$ cat src/rtl/seq_unsi_div_24b_pkg.sv
// Shared definitions for the sequential unsigned divider.
// Holds the default operand width and the controller states.
package seq_unsi_div_24b_pkg;

  localparam int DW_DEF = 12;

  typedef enum logic [1:0] {
    IDLE,
    CALC,
    DONE
  } state_t;

endpackage

$ cat src/rtl/unsi_div_step.sv
// One restoring-division step: compare the shifted partial
// remainder against the divisor and subtract when it fits.
module unsi_div_step #(
  parameter int DW = 12
) (
  input  logic [DW:0]   tmp,
  input  logic [DW-1:0] dvs,
  output logic [DW-1:0] prem,
  output logic          qbit
);

  // When tmp >= dvs the difference is below dvs < 2**DW,
  // so the low DW bits of the subtraction are exact.
  always_comb begin
    qbit = (tmp >= {1'b0, dvs});
    prem = qbit ? (tmp[DW-1:0] - dvs) : tmp[DW-1:0];
  end

endmodule

$ cat src/rtl/seq_unsi_div_24b.sv
// Sequential restoring divider: 2*DW-bit dividend by DW-bit
// divisor, one quotient bit per cycle, flags for /0 and overflow.
module seq_unsi_div_24b
  import seq_unsi_div_24b_pkg::*;
#(
  parameter int DW = DW_DEF
) (
  input  logic            clk,
  input  logic            rst_n,
  input  logic            in_vld,
  output logic            in_rdy,
  input  logic [2*DW-1:0] dvd,
  input  logic [DW-1:0]   dvs,
  output logic            out_vld,
  input  logic            out_rdy,
  output logic [DW-1:0]   quo,
  output logic [DW-1:0]   rem,
  output logic            dz,
  output logic            ovf
);

  localparam int CW = $clog2(DW + 1);

  state_t        state;
  state_t        state_nx;
  logic [CW-1:0] cnt;
  logic [DW-1:0] prem;
  logic [DW-1:0] qsr;
  logic [DW-1:0] dvs_r;
  logic [DW-1:0] prem_nx;
  logic          qbit;
  logic          acc;
  logic          dz_in;
  logic          ovf_in;
  logic          last;

  assign in_rdy  = (state == IDLE);
  assign out_vld = (state == DONE);
  assign acc     = in_vld && in_rdy;
  assign dz_in   = (dvs == '0);
  assign ovf_in  = !dz_in && (dvd[2*DW-1:DW] >= dvs);
  assign last    = (cnt == CW'(DW - 1));

  unsi_div_step #(
    .DW(DW)
  ) u_step (
    .tmp  ({prem, qsr[DW-1]}),
    .dvs  (dvs_r),
    .prem (prem_nx),
    .qbit (qbit)
  );

  always_comb begin
    state_nx = state;
    unique case (state)
      IDLE: begin
        if (acc) state_nx = (dz_in || ovf_in) ? DONE : CALC;
      end
      CALC: begin
        if (last) state_nx = DONE;
      end
      DONE: begin
        if (out_rdy) state_nx = IDLE;
      end
      default: state_nx = IDLE;
    endcase
  end

  always_ff @(posedge clk or negedge rst_n) begin
    if (!rst_n) state <= IDLE;
    else        state <= state_nx;
  end

  always_ff @(posedge clk or negedge rst_n) begin
    if (!rst_n) begin
      cnt   <= '0;
      prem  <= '0;
      qsr   <= '0;
      dvs_r <= '0;
      quo   <= '0;
      rem   <= '0;
      dz    <= 1'b0;
      ovf   <= 1'b0;
    end else if (acc) begin
      dvs_r <= dvs;
      cnt   <= '0;
      prem  <= dvd[2*DW-1:DW];
      qsr   <= dvd[DW-1:0];
      // Flagged results are known immediately; skip iteration.
      if (dz_in || ovf_in) begin
        quo <= '1;
        rem <= dvd[DW-1:0];
        dz  <= dz_in;
        ovf <= ovf_in;
      end
    end else if (state == CALC) begin
      prem <= prem_nx;
      qsr  <= {qsr[DW-2:0], qbit};
      cnt  <= cnt + CW'(1);
      if (last) begin
        quo <= {qsr[DW-2:0], qbit};
        rem <= prem_nx;
        dz  <= 1'b0;
        ovf <= 1'b0;
      end
    end
  end

endmodule

$ cat config.mk
export PLATFORM = sky130hd
export DESIGN_NAME = seq_unsi_div_24b
export DESIGN_NICKNAME = d
export VERILOG_FILES = /design/src/rtl/seq_unsi_div_24b_pkg.sv /design/src/rtl/unsi_div_step.sv /design/src/rtl/seq_unsi_div_24b.sv
export SDC_FILE = /design/constraint.sdc
export NUM_CORES = 1
export LEC_CHECK = 0
export ABC_CLOCK_PERIOD_IN_PS = 4950
export CORE_MARGIN = 8
export CORE_UTILIZATION = 45
export DETAILED_ROUTE_END_ITERATION = 12
export DONT_BUFFER_PORTS = 1
export GPL_TIMING_DRIVEN = 0
export HOLD_SLACK_MARGIN = 0.05
export SLEW_MARGIN = 20
export SYNTH_ARGS = -nofsm -noshare
export SYNTH_HDL_FRONTEND = slang
export SYNTH_SLANG_ARGS = --single-unit
$ cat constraint.sdc
create_clock -name clk -period 4.95 [get_ports clk]
set_input_delay 0.99 -clock clk [delete_from_list [all_inputs] [get_ports clk]]
set_output_delay 0.99 -clock clk [all_outputs]
set_load 0.05 [all_outputs]
---- Yosys cells after proc, flatten, opt, wreduce, memory -nomap -nowiden ----
Index checks and enable logic that the tools add are counted.
Widths: inputs -> output; s select.
cells by class
  eq/ne operators ......................... 7
  reduce and logical (&&, ||, !) cells .... 10
  add/subtract/negate cells ............... 2
  multiplexer cells ....................... 26
  order comparisons ....................... 2
operators by type and width
  cell                 number
  $mux 12              13
  $ge 13x12->1         1
  $ge 12x12->1         1
  $logic_not 12->1     1
  $sub 12x12->12       1
  $mux 2               4
  $mux 4               2
  $mux 1               6
  $ne 2x1->1 const B   3
  $pmux 2 s3           1
  $reduce_and 3->1     2
  $add 4x1->4 const B  1
  $eq 4x4->1 const B   1
  $reduce_bool 2->1    2
  $eq 2x1->1 const B   1
  $eq 2x2->1 const B   1
  $logic_and 1x1->1    2
  $logic_not 2->1      1
  $ne 2x2->1 const B   1
  $logic_not 1->1      1
  $logic_or 1x1->1     1
storage, ports and cells
  flip-flop bits (word level) ............. 68
  word-level logic and storage cells ...... 56
  output and inout bits ................... 28
  input bits .............................. 40

---- Depth between registers and ports, before layout ----
Gate-level depths: netlist of run 1.
  depth after elaboration ................. 7
  depth in mapped cells ................... 10
  mapped depth without buffers ............ 10

---- Cells and area by module ----
A second synthesis of run 1 with hierarchy kept.
second synthesis, totals
  cell total of the unflattened synthesis .. 457
  area total of the unflattened synthesis .. 4110.2 µm²
by module, submodules not included
  module            area each (µm²)  instances  cells each  sequential area each (µm²)
  seq_unsi_div_24b  3254.4           1          349         1701.6
  unsi_div_step     855.8            1          108         0.0

---- Worst setup path before layout of run 1 ----
Ideal clock, no wire load.
  path kind ............................... input to register
  start point ............................. in dvs[2]
  end point ............................... reg state[1]
  required time ........................... 4.832 ns
  library setup time ...................... 0.118 ns
  path slack .............................. 2.285 ns
  data arrival time ....................... 2.547 ns
  stages .................................. 10
  path buffers ............................ 2
  cells stage by stage .................... inv_1 > ha_1 > a211oi_1 > o21ai_1 > a21oi_1 > o21ai_1 > o41a_1 > buf_6 > buf_6 > a21o_1
on the way
  cells in the longest elaborated chain, start to end .. 7
ends and longest elaborated chain
  element                                               line                    RTL
  start, declared                                       seq_unsi_div_24b.sv:13  input logic [DW-1:0] dvs,
  branches (longest 3 deep; another with $ge 12x12->1)  n/a
  $logic_or 1x1->1 *                                    seq_unsi_div_24b.sv:57  if (acc) state_nx = (dz_in || ovf_in) ? DONE : CALC;
  $mux 2 * (2 in series)                                seq_unsi_div_24b.sv:57
  $pmux 2 s3 *                                          seq_unsi_div_24b.sv:55  unique case (state)
  end signal, assigned                                  seq_unsi_div_24b.sv:71  else state <= state_nx;
  end, declared                                         seq_unsi_div_24b.sv:24  state_t state;
Every way passes the cells marked *. The select of a mux whose other input is x is not followed.
A chain may end at the register's enable or synchronous reset.

---- Worst setup path in the final report of run 1 ----
  start point ............................. reg state[0]
  end point ............................... reg rem[8]
on the way
  cells in the longest elaborated chain, start to end .. 4
ends and longest elaborated chain
  element                                                                  line                     RTL
  $logic_not 2->1 *                                                        seq_unsi_div_24b.sv:37   assign in_rdy = (state == IDLE);
  named net in_rdy                                                         seq_unsi_div_24b.sv:11   output logic in_rdy,
  $logic_and 1x1->1 *                                                      seq_unsi_div_24b.sv:39   assign acc = in_vld && in_rdy;
  $ne 2x1->1 (no source line) / $reduce_bool 2->1 (equally long branches)  n/a
  $reduce_and 3->1 (no source line)                                        n/a
  end signal, assigned                                                     seq_unsi_div_24b.sv:92   rem <= dvd[DW-1:0];
  end signal, assigned                                                     seq_unsi_div_24b.sv:102  rem <= prem_nx;
  end, declared                                                            seq_unsi_div_24b.sv:17   output logic [DW-1:0] rem,
Mark *: on every way through the listed nets, which the timed path passes. The rest lies on a longest branch.

==> results of run 1 <==
## worst min path at each step
stage	endpoint	slack [ns]	start
3_5_place_dp	cnt[3]	0.50	cnt[3]
2_1_floorplan	dvs_r[0]	0.45	dvs_r[0]
6_report	prem[1]	0.33	rst_n
3_3_place_gp	cnt[3]	0.49	cnt[3]
5_1_grt	cnt[3]	0.30	rst_n
4_1_cts	qsr[8]	0.32	rst_n
## sequential cells by signal (all words and copies together), names as in the netlist
signal,flops
qsr,12
ovf,1
cnt,4
dz,1
quo,12
prem,12
rem,12
state,2
dvs_r,12
## cell families after synthesis
kind of cell / after synthesis / share of synthesized area, %
simple gates: 141 / 17.1
compound gates: 125 / 22.2
flops: 68 / 44.6
buf+inv: 48 / 5.54
fa+ha+maj: 26 / 8.72
xor+xnor: 6 / 1.38
mux: 2 / 0.524
## synthesized netlist by cell type, types with 4 or more instances
library cell / number
dfrtp_1: 68
a31oi_1: 11
a21oi_1: 22
o21ai_0: 25
o211ai_1: 5
ha_1: 25
xnor2_1: 4
o22ai_1: 5
nand3_1: 17
and3_1: 6
nor2b_1: 5
a22oi_1: 8
nand2b_1: 5
nor2_1: 24
o21ai_1: 8
inv_1: 31
or3_1: 5
clkbuf_1: 8
o22a_1: 11
nand2_1: 65
## through the flow
stage | worst slack, ns | hold WS, ns | area, µm² | utilization, % | instances
finish | 2.05 | 0.330 | 4120 | 50.1 | 536
floorplan | 2.28 | 0.450 | 3820 | - | 416
global route | 1.96 | 0.299 | 4120 | 50.1 | 536
CTS | 2.08 | 0.316 | 4120 | 50.1 | 536
detailed placement | 1.79 | 0.497 | 3950 | 48.1 | 521
global placement | 1.80 | 0.487 | 3950 | 48.1 | 521
## worst max-delay path, stage by stage (launching register included)
cell,delay (ns)
dfrtp_1,0.45
nor2_1,0.79
nand2_1,0.47
nand2_1,0.19
a31oi_2,0.07
buf_4,0.22
a32oi_1,0.40
a31oi_1,0.15
## routing by layer
| metal | wire length, µm | global-route usage, % | vias to the layer above | part of all wire (%) |
|---|---|---|---|---|
| met4 | 343 | 9.02 | 0 | 3.1 |
| met3 | 970 | 6.07 | 19 | 8.9 |
| met1 | 4540 | 23.0 | 1570 | 42 |
| met2 | 5060 | 31.2 | 102 | 46 |
| met5 | 0 | 0 | - | 0 |
| li1 | - | - | 1501 | - |
## layout make-up
type                       instances  area (µm²)
buffer                            17        95.1
clock buffer                       9         124
clock inverter                     6        42.5
fill                             815        4100
inverter                          31         116
multi-input combinational        300        1900
sequential                        68        1700
tap                              105         131
==> qor.csv, run 1 <==
stage,metric,value,unit
grt,total congestion overflow,0,
drt,DRT Pass-1 Iters,4,
setup_path,Crit path arrival time,3.11,ns
drt,Avg WL per Cell,20.4,µm
clocking,cell at the root of the clock tree,clkbuf_8,
synthesis,asr flop ratio synth,100,%
synthesis,syn nets,482,
synthesis,Post-Synthesis Cells,416,
clocking,postcts setup bufs,0,
min_path,HP Class,in2async,
place,HPWL after detailed placement,8.34,mm
floorplanning,row cnt,33,
grt,first-pass GRT wire length,17.4,mm
setup_path,r2r endpoint,rem[8],
synthesis,Yosys cell types,55,
synthesis,Yosys warning count,0,
floorplanning,full die area,11700,µm²
floorplanning,height of the die,108,µm
synthesis,"Seq/Total Area, Yosys",44.6,%
setup_path,reg2reg start,state[0],
timing,final hold vios,0,
synthesis,top cell type's share of synthesized area,44.6,%
drt,post-route ant nets,0,
synthesis,"top cells by area, synth","dfrtp_1 45%, ha_1 8.2%, nand2_1 6.4%, o21ai_0 3.3%, inv_1 3.0%",
setup_path,Startpoint Class,flop,
final_layout,Final #Nets,493,
synthesis,synthesized area,3820,µm²
setup_path,critical path capture point,rem[8],
timing,Worst Max-Slew Pin Slew,0.993,ns
clocking,H-tree depth,3,
timing,setup_tns,0,ns
setup_path,CP Launch Point,state[0],
drt,iteration-0 DRC count of the detailed router,228,
setup_path,Reg2Reg Setup Slack,2.05,ns
timing,pins over their slew limit,0,
final_layout,layout cells sized above 1,8.12,%
timing,skew final,0.0134,ns
place,I/O Buffers,0,
drt,DRC viols,0,
floorplanning,I/O pin cnt,68,
timing,# setup viols final,0,
synthesis,syn avg cell area,9.18,µm²
final_layout,"commonest non-fill, non-tap cell in the layout",dfrtp_1,
grt,largest net degree at the start of global routing,69,
drt,via count,3192,
clocking,CTS resizes,0,
synthesis,#FFs+latches synth,68,
clocking,TritonCTS Buffers,9,
final_layout,diode count,0,
setup_path,CP Class,reg2reg,
timing,Final Critical Period,2.90,ns
setup_path,critical path peak fanout,10,
setup_path,Required @ worst endpoint,5.16,ns
timing,RSZ-0062 raised after global routing,false,
final_layout,Syn-to-layout area delta,7.80,%
synthesis,"area leader, netlist",dfrtp_1,
drt,routed wire length,10.9,mm
timing,period utilization,58.5,%
setup_path,Worst Setup End Kind,flop,
run_status,status,completed,
setup_path,worst r2r path cells,7,
floorplanning,Die X,108,µm
place,global placement routability congestion,0.909,
floorplanning,starting density of the core,46.5,%
clocking,CTS Hold Buffers Added,0,
timing,fmax,345,MHz
floorplanning,core area,8220,µm²
grt,All-Layer GR Usage,19.3,%
final_layout,most frequent cells in the layout,"68 x dfrtp_1, 65 x nand2_1, 31 x inv_1",
clocking,TritonCTS clock tree,yes,
grt,initial antenna violation count,0,
timing,Max transition margin,33.7,%
synthesis,ys flop type,dfrtp_1,
clocking,TritonCTS Sinks,68,
synthesis,number of flops mapped to enable cells by yosys,0,
clocking,Worst-Skew Late Latency,0.35,ns
job,maxcap violations,0,
drt,Vias/cell,5.96,
clocking,Clock Pin Slew Worst Setup and Hold Paths,0.08,ns
clocking,Max clock buf depth,2,
grt,vias in the first global route,3269,
Power of run 1 is not shown: default switching activity piles up to over one toggle a cycle in this logic, so the estimate is an artifact.
==> run 2: changes to the inputs <==
ABC_CLOCK_PERIOD_IN_PS = 2400   (was 4950)
clock period = 2.4 ns   (was 4.95 ns; I/O delays follow)
==> run 2 against run 1 <==
Compared with the run above:
- hold slack worse by 0.090 ns
- register-to-register slack worse by 2.0 ns
- first-iteration DRC count is 1.3% lower
- cell count is 1.5% higher
- count of clock-buffer cells in the layout stayed put
- critical path type unchanged
- via count is 1.9% higher
==> qor.csv, run 2 (synthesis gave the netlist of run 1 again) <==
stage,metric,value,unit
grt,first-pass GRT wire length,17.6,mm
grt,grt met2 use,32.0,%
final_layout,"commonest non-fill, non-tap cell in the layout",dfrtp_1,
setup_path,r2r endpoint,rem[8],
clocking,H-tree depth,3,
floorplanning,starting density of the core,46.5,%
final_layout,diode count,0,
clocking,Max clock buf depth,2,
grt,busiest grt layer,met2,
floorplanning,core area,8220,µm²
final_layout,most frequent cells in the layout,"68 x dfrtp_1, 65 x nand2_1, 30 x inv_1",
clocking,TritonCTS Buffers,9,
timing,# setup viols final,0,
clocking,TritonCTS clock tree,yes,
min_path,HP Class,in2reg,
grt,total congestion overflow,0,
setup_path,Crit path arrival time,2.59,ns
timing,fmax,424,MHz
setup_path,Worst Setup End Kind,flop,
min_path,Worst Hold Depth,2,
floorplanning,row cnt,33,
drt,Vias/cell,5.98,
min_path,min-delay src,dvs[0],
run_status,status,completed,
drt,post-route ant nets,0,
setup_path,Startpoint Class,flop,
clocking,TritonCTS Sinks,68,
setup_path,"Cell Chain, Critical Path",inv_2 > ha_4 > fa_2 > nor2b_1 > o211ai_1 > a21boi_2 > o31a_1 > or3_4 > a32oi_4 > a31oi_1,
drt,via count,3252,
setup_path,CP Class,reg2reg,
min_path,worst hold endpoint,dvs_r[0],
timing,worst setup margin,0.0398,ns
drt,iteration-0 DRC count of the detailed router,225,
final_layout,Syn-to-layout area delta,17.2,%
job,maxcap violations,0,
place,I/O Buffers,0,
timing,Final Critical Period,2.36,ns
grt,vias in the first global route,3278,
clocking,Worst-Skew Late Latency,0.35,ns
place,global placement routability congestion,0.909,
final_layout,Final #Nets,501,
timing,Max transition margin,33.2,%
floorplanning,full die area,11700,µm²
grt,largest net degree at the start of global routing,69,
setup_path,critical path's slowest cell,dfrtp_1,
floorplanning,height of the die,108,µm
setup_path,Required @ worst endpoint,2.63,ns
timing,final hold vios,0,
setup_path,kind of cell adding the most delay to the critical path,compound AO/OA/AOI/OAI gates,
timing,pins over their slew limit,0,
drt,DRT Pass-1 Iters,5,
grt,M1 GR Usage,23.5,%
grt,initial antenna violation count,0,
drt,Avg WL per Cell,21.1,µm
setup_path,"slowest stage delay, CP",0.41,ns
grt,met3 usage,5.95,%
grt,All-Layer GR Usage,19.6,%
clocking,cell at the root of the clock tree,clkbuf_8,
setup_path,reg2reg start,qsr[11],
setup_path,Worst Path Buf+Inv,1,
place,pre-CTS setup slack,-0.452,ns
setup_path,Reg2Reg Setup Slack,0.04,ns
drt,DRC viols,0,
floorplanning,I/O pin cnt,68,
setup_path,critical path peak fanout,3,
setup_path,worst r2r path cells,10,
timing,skew final,0.0120,ns
final_layout,layout cells sized above 1,16.9,%
timing,Worst Max-Slew Pin Slew,1.00,ns
timing,period utilization,98.3,%
drt,routed wire length,11.5,mm
place,HPWL after detailed placement,8.34,mm
clocking,Clock Pin Slew Worst Setup and Hold Paths,0.09,ns
floorplanning,Die X,108,µm
## run 2: cell count changes in the layout (fill, tap and decap cells not counted), sizes merged
cell and delta:
clkbuf +1, dlygate4sd3 +1, buf +6
## run 2: per-stage QoR
| stage | cell area (µm²) | setup TNS, ns | cells | hold slack (ns) | util, % |
|---|---|---|---|---|---|
| 5_1_grt | 4470 | -0.0208 | 544 | 0.236 | 54.4 |
| 4_1_cts | 4200 | -0.0307 | 538 | 0.233 | 51.1 |
| 2_1_floorplan | 3820 | 0 | 416 | 0.184 | - |
| 6_report | 4470 | 0 | 544 | 0.239 | 54.4 |
| 3_3_place_gp | 3950 | -13.13 | 521 | 0.187 | 48.1 |
| 3_5_place_dp | 3950 | -14.57 | 521 | 0.186 | 48.1 |
## run 2: area by class of cell
type / instances / area (µm²)
fill: 769 / 3740
multi-input combinational: 300 / 2180
sequential: 68 / 1700
tap: 105 / 131
clock buffer: 9 / 124
inverter: 31 / 116
buffer: 17 / 101
timing repair buffer: 8 / 80.1
clock inverter: 6 / 42.5
## run 2: how the worst max path moves through the flow
stage,slack [ns],cells past startpoint,to,startpoint
after CTS,-0.009,10,rem[10],qsr[11]
final,0.04,10,rem[8],qsr[11]
after global routing,-0.01,10,rem[8],qsr[11]
after detailed placement,-0.45,7,rem[8],state[0]
after global placement,-0.43,7,rem[8],state[0]
after floorplan,0.13,7,rem[1],state[0]
## run 2: repair_timing
action | 4_1_cts | 5_1_grt
pin swaps | 2 | 16
buffers inserted | 0 | 5
endpoints found under the hold margin | 68 | 0
gates cloned | 0 | 1
hold buffers | 2 | 0
gates resized for setup | 10 | 40
endpoints found under the setup margin | 50 | 22
## run 2: metal layers
layer  part of all wire [%]  vias up
met1                     42     1617
met2                     48       99
li1                       -     1521
met4                    2.3        0
met5                      0        -
met3                    7.4       15
Power of run 2 is left out for the same reason.
